**config.mk**
```make
export PLATFORM = sky130hd
export DESIGN_NAME = music_player
export DESIGN_NICKNAME = d
export VERILOG_FILES = /design/src/rtl/music_pkg.sv /design/src/rtl/sample_tick_gen.sv /design/src/rtl/music_player.sv
export SDC_FILE = /design/constraint.sdc
export NUM_CORES = 1
export LEC_CHECK = 0
export BUFFER_PORTS_ARGS = -buffer_cell sky130_fd_sc_hd__buf_2
export CORE_MARGIN = 2
export CORE_UTILIZATION = 53
export DETAILED_ROUTE_END_ITERATION = 6
export PLACE_DENSITY = 0.79
export SETUP_SLACK_MARGIN = 0.5
export SYNTH_ARGS = -nofsm -noshare
export SYNTH_HDL_FRONTEND = slang
export SYNTH_SLANG_ARGS = --single-unit
```
**constraint.sdc**
```tcl
create_clock -name Clk -period 2.2 [get_ports Clk]
set_clock_uncertainty 0.05 [all_clocks]
set_input_delay 0.44 -clock Clk [delete_from_list [all_inputs] [get_ports Clk]]
set_output_delay 0.44 -clock Clk [all_outputs]
set_load 0.1 [all_outputs]
```
**src/rtl/music_pkg.sv**
```systemverilog
// Shared constants and FSM state encoding for the music player.
// Defaults target a 50 MHz clock feeding a ~44.1 kHz codec from an 80550-word ROM.
package music_pkg;

    localparam int MUSIC_DEPTH           = 80550;
    localparam int MUSIC_WIDTH           = 17;
    localparam int MUSIC_CLKS_PER_SAMPLE = 1134;

    typedef enum logic [2:0] {
        IDLE,
        READ,
        CAPTURE,
        HOLD,
        STOPPED
    } music_state_t;

endpackage

```
**src/rtl/sample_tick_gen.sv**
```systemverilog
// Sample-rate tick: free-running divider gated by en, one-cycle tick on the last count.
// Latency: tick is combinational from the count; clr zeroes the count on the next edge.
module sample_tick_gen #(
    parameter int CLKS_PER_SAMPLE = 1134
) (
    input  logic Clk,
    input  logic Reset,
    input  logic en,
    input  logic clr,
    output logic tick
);

    localparam int CW = (CLKS_PER_SAMPLE > 1) ? $clog2(CLKS_PER_SAMPLE) : 1;
    localparam logic [CW-1:0] LAST = CW'(CLKS_PER_SAMPLE - 1);

    logic [CW-1:0] count;

    assign tick = en && (count == LAST);

    always_ff @(posedge Clk or posedge Reset) begin
        if (Reset) begin
            count <= '0;
        end else if (clr) begin
            count <= '0;
        end else if (en) begin
            count <= tick ? '0 : count + 1'b1;
        end
    end

endmodule

```
**src/rtl/music_player.sv**
```systemverilog
// Streams ROM words to the codec one per sample tick; ticks arriving while a word is in flight are dropped.
// Latency: tick to sample_valid is 3 cycles; sample holds in HOLD until sample_ready.
module music_player
    import music_pkg::*;
#(
    parameter int CLKS_PER_SAMPLE = MUSIC_CLKS_PER_SAMPLE,
    parameter int DEPTH           = MUSIC_DEPTH,
    parameter int WIDTH           = MUSIC_WIDTH
) (
    input  logic             Clk,
    input  logic             Reset,
    input  logic             play,
    input  logic             loop_en,
    input  logic             restart,
    output logic [WIDTH-1:0] rom_addr,
    input  logic [WIDTH-1:0] rom_data,
    output logic [WIDTH-1:0] sample,
    output logic             sample_valid,
    input  logic             sample_ready,
    output logic             track_done,
    output logic             overrun
);

    localparam logic [WIDTH-1:0] LAST_ADDR = WIDTH'(DEPTH - 1);

    music_state_t     state, state_nxt;
    logic [WIDTH-1:0] addr, addr_nxt;
    logic [WIDTH-1:0] sample_nxt;
    logic             done_nxt;
    logic             overrun_nxt;
    logic             tick;

    sample_tick_gen #(
        .CLKS_PER_SAMPLE(CLKS_PER_SAMPLE)
    ) u_tick (
        .Clk  (Clk),
        .Reset(Reset),
        .en   (play),
        .clr  (restart),
        .tick (tick)
    );

    assign rom_addr     = addr;
    assign sample_valid = (state == HOLD);

    always_ff @(posedge Clk or posedge Reset) begin
        if (Reset) begin
            state      <= IDLE;
            addr       <= '0;
            sample     <= '0;
            track_done <= 1'b0;
            overrun    <= 1'b0;
        end else begin
            state      <= state_nxt;
            addr       <= addr_nxt;
            sample     <= sample_nxt;
            track_done <= done_nxt;
            overrun    <= overrun_nxt;
        end
    end

    always_comb begin
        state_nxt   = state;
        addr_nxt    = addr;
        sample_nxt  = sample;
        done_nxt    = 1'b0;
        overrun_nxt = overrun;

        if (restart) begin
            // Rewind wins over everything; a coincident transfer still counted downstream.
            state_nxt   = IDLE;
            addr_nxt    = '0;
            overrun_nxt = 1'b0;
        end else begin
            if (tick && (state == READ || state == CAPTURE || state == HOLD)) begin
                overrun_nxt = 1'b1;
            end
            case (state)
                IDLE: begin
                    if (tick) begin
                        state_nxt = READ;
                    end
                end
                READ: begin
                    state_nxt = CAPTURE;
                end
                CAPTURE: begin
                    sample_nxt = rom_data;
                    state_nxt  = HOLD;
                end
                HOLD: begin
                    if (sample_ready) begin
                        if (addr == LAST_ADDR) begin
                            addr_nxt = '0;
                            if (loop_en) begin
                                state_nxt = IDLE;
                            end else begin
                                done_nxt  = 1'b1;
                                state_nxt = STOPPED;
                            end
                        end else begin
                            addr_nxt  = addr + 1'b1;
                            state_nxt = IDLE;
                        end
                    end
                end
                STOPPED: begin
                    state_nxt = STOPPED;
                end
                default: begin
                    state_nxt = IDLE;
                end
            endcase
        end
    end

endmodule

```
=== Word-level counts from Yosys, hierarchy flattened ===
Cells that the tools add are included.

* Logic and storage cells: 49
* Register bits after elaboration: 50

* Reductions and logical operators: 12
* Add/sub/neg operators: 2
* Eq/ne operators: 8
* Bitwise gates (word level): 1
* Muxes and demuxes: 20

{| class="wikitable"
|+ Operator list
! kind !! count
|-
| $mux W17 || 4
|-
| $mux W11 || 3
|-
| $add A17 B1 Y17 const B || 1
|-
| $eq A17 B17 Y1 const B || 1
|-
| $mux W3 || 5
|-
| $pmux W3 S5 || 1
|-
| $add A11 B1 Y11 const B || 1
|-
| $eq A11 B11 Y1 const B || 1
|-
| $reduce_bool A2 Y1 || 4
|-
| $mux W1 || 7
|-
| $eq A3 B2 Y1 const B || 2
|-
| $reduce_and A2 Y1 || 3
|-
| $eq A3 B1 Y1 const B || 1
|-
| $eq A3 B3 Y1 const B || 1
|-
| $logic_not A3 Y1 || 1
|-
| $ne A3 B2 Y1 const B || 1
|-
| $ne A3 B3 Y1 const B || 1
|-
| $logic_and A1 B1 Y1 || 2
|-
| $logic_or A1 B1 Y1 || 2
|-
| $not A1 Y1 || 1
|}

=== Depth between registers and ports, before layout ===
* Word-level depth: 6
* Gate-level depth with buffers: 8

=== Hierarchy ===
From an unflattened synthesis, not the netlist that was laid out.

* Cells, all modules: 245
* Area total of the unflattened synthesis: 2,628.8 µm²

{| class="wikitable"
|+ Modules (own cells, without submodules)
! module !! cells an instance !! area an instance (µm²) !! times used
|-
| music_player || 179 || 1,955.6 || 1
|-
| sample_tick_gen || 66 || 673.1 || 1
|}

=== Worst setup path after synthesis ===
Ideal clock, no wire load.

* Kind: reg2reg
* Start point: register addr[0], in the netlist rom_addr[0]
* End point: register addr[10], in the netlist rom_addr[10]
* Stages on the path, launching flop included: 8
* Data required time: 2.027 ns
* Slack: -0.139 ns
* Arrival: 2.166 ns
* Period minus slack after synthesis: 2.339 ns
* Setup time: 0.123 ns
* Cell sequence: dfrtp_1 > ha_1 > nand4b_1 > nor3_1 > nand4_1 > o21bai_2 > buf_4 > nor2_1

* Cells in the longest elaborated chain, start to end: 5
* Elaborated cells between the ends (all ways): 6

{| class="wikitable"
|+ RTL lines
! item !! RTL line !! RTL
|-
| start, declared || music_player.sv:27 || <nowiki>logic [WIDTH-1:0] addr, addr_nxt;</nowiki>
|-
| start signal, assigned || music_player.sv:55 || <nowiki>addr <= addr_nxt;</nowiki>
|-
| $add A17 B1 Y17 / $eq A17 B17 Y1 (equally long branches) || music_player.sv:102, music_player.sv:93 ||
|-
| $mux W17 * || music_player.sv:93 || <nowiki>if (addr == LAST_ADDR) begin</nowiki>
|-
| $mux W17 * || music_player.sv:92 || <nowiki>if (sample_ready) begin</nowiki>
|-
| $mux W17 * || music_player.sv:78 || <nowiki>case (state)</nowiki>
|-
| $mux W17 * || music_player.sv:69 || <nowiki>if (restart) begin</nowiki>
|}

Mark *: on every way between the ends. The rest lies on a longest branch, timed or not. The select of a mux whose other input is x is not followed.
A chain may end at the register's enable or synchronous reset.

=== Final worst setup path ===
* Start point: register addr[1], in the netlist rom_addr[1]
* End point: register state[2]

* Cells in the longest elaborated chain, start to end: 5

{| class="wikitable"
|+ RTL lines
! item !! RTL line !! RTL
|-
| $eq A17 B17 Y1 || music_player.sv:93 ||
|-
| $mux W3 || music_player.sv:93 ||
|-
| $mux W3 || music_player.sv:92 ||
|-
| $pmux W3 S5 || music_player.sv:78 ||
|-
| $mux W3 || music_player.sv:69 ||
|-
| end signal, assigned || music_player.sv:54 || <nowiki>state <= state_nxt;</nowiki>
|-
| end, declared || music_player.sv:26 || <nowiki>music_state_t state, state_nxt;</nowiki>
|}

No other way between the ends. The select of a mux whose other input is x is not followed.

==> metrics <==
Setup crit start kind=flip-flop; asr flop ratio synth=100%; Post-CTS Hold Buffers=0; distinct cell type count after synthesis=44; Rows=24; # clock sinks=50; Vias/cell=5.51; CP Max Fanout=5; Layout Nets=321; dpl hpwl=3.53 mm; period utilization=78.8%; CTS Buffer Depth=2; Filler Cell Count=340; reg2reg path depth=8; Sw Share=40.0%; final hold viol count=0; DRT Wirelength=5.38 mm; Clock Power Share=24.0%; YS warnings=0; post-layout min period=1730 ps; Final Wtd Congestion=0.784; max_slew headroom=49.4%; Seq pwr share=46.0%; cell-by-cell trace of the critical path=inv_2 -> ha_4 -> nand4b_1 -> nor3_2 -> nand4_1 -> buf_6 -> or3_4 -> a21oi_2; TritonCTS clock tree=yes; syn nets=251; gr usage total=20.5%; clock tree root driver cell=clkbuf_8; Routed wire per std cell=15.5 um; Power Total=2.20 mW; number of iterations in the first detailed-routing pass=4; ratio of cells with drive above 1 in the final layout=51.5%; IO Port Bufs=59; Pint=1.32 mW; post-route cell area=0.00315 sq mm; Peak VDD IR=0.645 mV; gr ovfl total=0; Worst path slowest cell=dfrtp_2; vias=1913; Most used DFF post-synth=dfrtp_1; Die Ht=71.8 um; delay of the slowest cell on the worst path=420 ps; Remaining DRCs=0; Leakage=1.45 nW; critical path class=reg2reg; worst slew pin tran=759 ps; gate count after technology mapping=224; largest net degree at the start of global routing=38; pwr dens=698 mW/mm^2; number of global-route vias before repair=1776; commonest non-fill, non-tap cell in the layout=buf_2; worst skew pair latency=310 ps; Setup Total Neg Slack=0 ps; DR iter-0 viols=114; placed cell areas=0.00282 sq mm; initial antenna violation count=0; area of the multi-input gates=0.00126 sq mm; Clock H-tree levels=2; Comb power frac=30.0%; Syn Std Cell Area=0.00243 sq mm; highest clock rate=577 MHz; first-pass GRT wire length=8.18 mm; setup violators final=0; sequential cell area=0.00127 sq mm; P&R area growth vs syn=29.3%; max-cap violations=0; most frequent cells in the layout=buf_2 (52), dfrtp_1 (33), nor2_1 (25); CORE AREA=0.00438 sq mm; outcome=finished clean; Arr. time, crit path=1920 ps; synthesized flop and latch total=50; Antenna Cells=0; Seq/Total Area, Yosys=51.4%; Initial Util=55.5%; number of flops mapped to enable cells by yosys=0; unrepaired setup endpoints after global routing=true; Die ar.=0.00515 sq mm; antenna-violating nets left=0; DIE WIDTH=71.8 um; Worst EP required=2390 ps; clock-pin slew on the worst setup and hold paths=90 ps; endpoint class of the critical path=flip-flop; Hold Path Class=in2async; Avg Cell Area, Syn=10.9 sq um; Num CTS Buffers=5; IO Count=60; NetSw=0.879 mW; max-slew violation count=0
[repair_timing]
item,in CTS,in global routing
buffers inserted,6,1
pin swaps,1,14
resized for setup,12,38
endpoints found under the setup margin,20,21
gates cloned,1,0
[flip-flops by register name, summed over array words and instances, names as in the netlist]
register,flops
rom_addr,17
u_tick.count,11
state,3
track_done,1
overrun,1
sample,17
[area by class of cell]
cell class                 instances  area share, %
clock inverter                     2          0.477
multi-input combinational        158           40.0
sequential                        50           40.4
tap                               52           2.07
timing repair buffer              73           14.0
clock buffer                       6           2.30
inverter                           6          0.715
[cells in the mapped netlist (2+ instances only)]
library cell	count	area, sq um
xor2_1	10	87.6
nand4_1	6	37.5
o21ai_0	2	10.0
nor2_1	40	150
and3_1	7	43.8
buf_6	2	22.5
buf_4	2	15.0
clkbuf_1	3	11.3
nand3_1	7	35.0
a22oi_1	2	15.0
a211oi_1	2	15.0
buf_2	2	10.0
a21oi_1	5	25.0
ha_1	4	50.1
xnor2_1	10	87.6
nand2_1	13	48.8
nor3_1	6	30.0
and4_1	4	35.0
inv_1	6	22.5
dfrtp_1	50	1250
mux2i_1	2	20.0
mux2_2	17	191
[worst paths after layout]
path | start | end | slack (ps)
setup / recovery | rom_addr[1] | state[2] | 470
hold / removal | Reset | u_tick.count[6] | 210
setup reg to reg | rom_addr[1] | state[2] | 470
hold reg to reg | sample[15] | sample[15] | 450
max in group asynchronous | Reset | sample[0] | 1270
min in group Clk | rom_data[5] | sample[5] | 310
[worst max-delay path, delay by kind of cell (launching register included)]
kind / cells / cell delay (ps)
AOI/OAI and AO/OA: 1 / 110
adders and majority gates: 1 / 130
buffers and inverters: 2 / 230
DFF: 1 / 420
and+or+nand+nor: 4 / 720
[cell families (layout without fill, tap and decap cells)]
family	count (synthesis)	count (layout)	share of synthesized area [%]
compound gates	18	18	5.81
xor+xnor	20	20	7.19
fa+ha+maj	4	4	2.06
buf+inv	16	87	3.49
flops	50	50	51.4
mux	19	19	8.68
simple gates	97	97	21.4
[power groups by stage]
stage               Sequential, mW  Clock (mW)  Combinational [mW]
global placement              1.02           0               0.647
CTS                           1.01       0.540               0.657
floorplan                     1.48           0              0.0887
finish                        1.01       0.528               0.659
detailed placement            1.03           0               0.652
global route                  1.02       0.578               0.681
[stage by stage]
step                      setup WS (ps)  hold WS (ps)  std cells  util [%]
after floorplan                     212           453        224         -
after global placement              318           435        331      64.2
after detailed placement            347           440        331      64.2
after CTS                           433           244        346      68.3
after global routing                428           268        347      71.8
final                               467           211        347      71.8
[metal layers]
metal  track usage, %  vias up  wire length [um]
li1                 -      909                 -
met1             25.9      926              2270
met2             34.5       70              2680
met3             4.92        8               330
met4             7.55        0                93
met5                0        -                 0
Power figures use the tool's default switching activity.
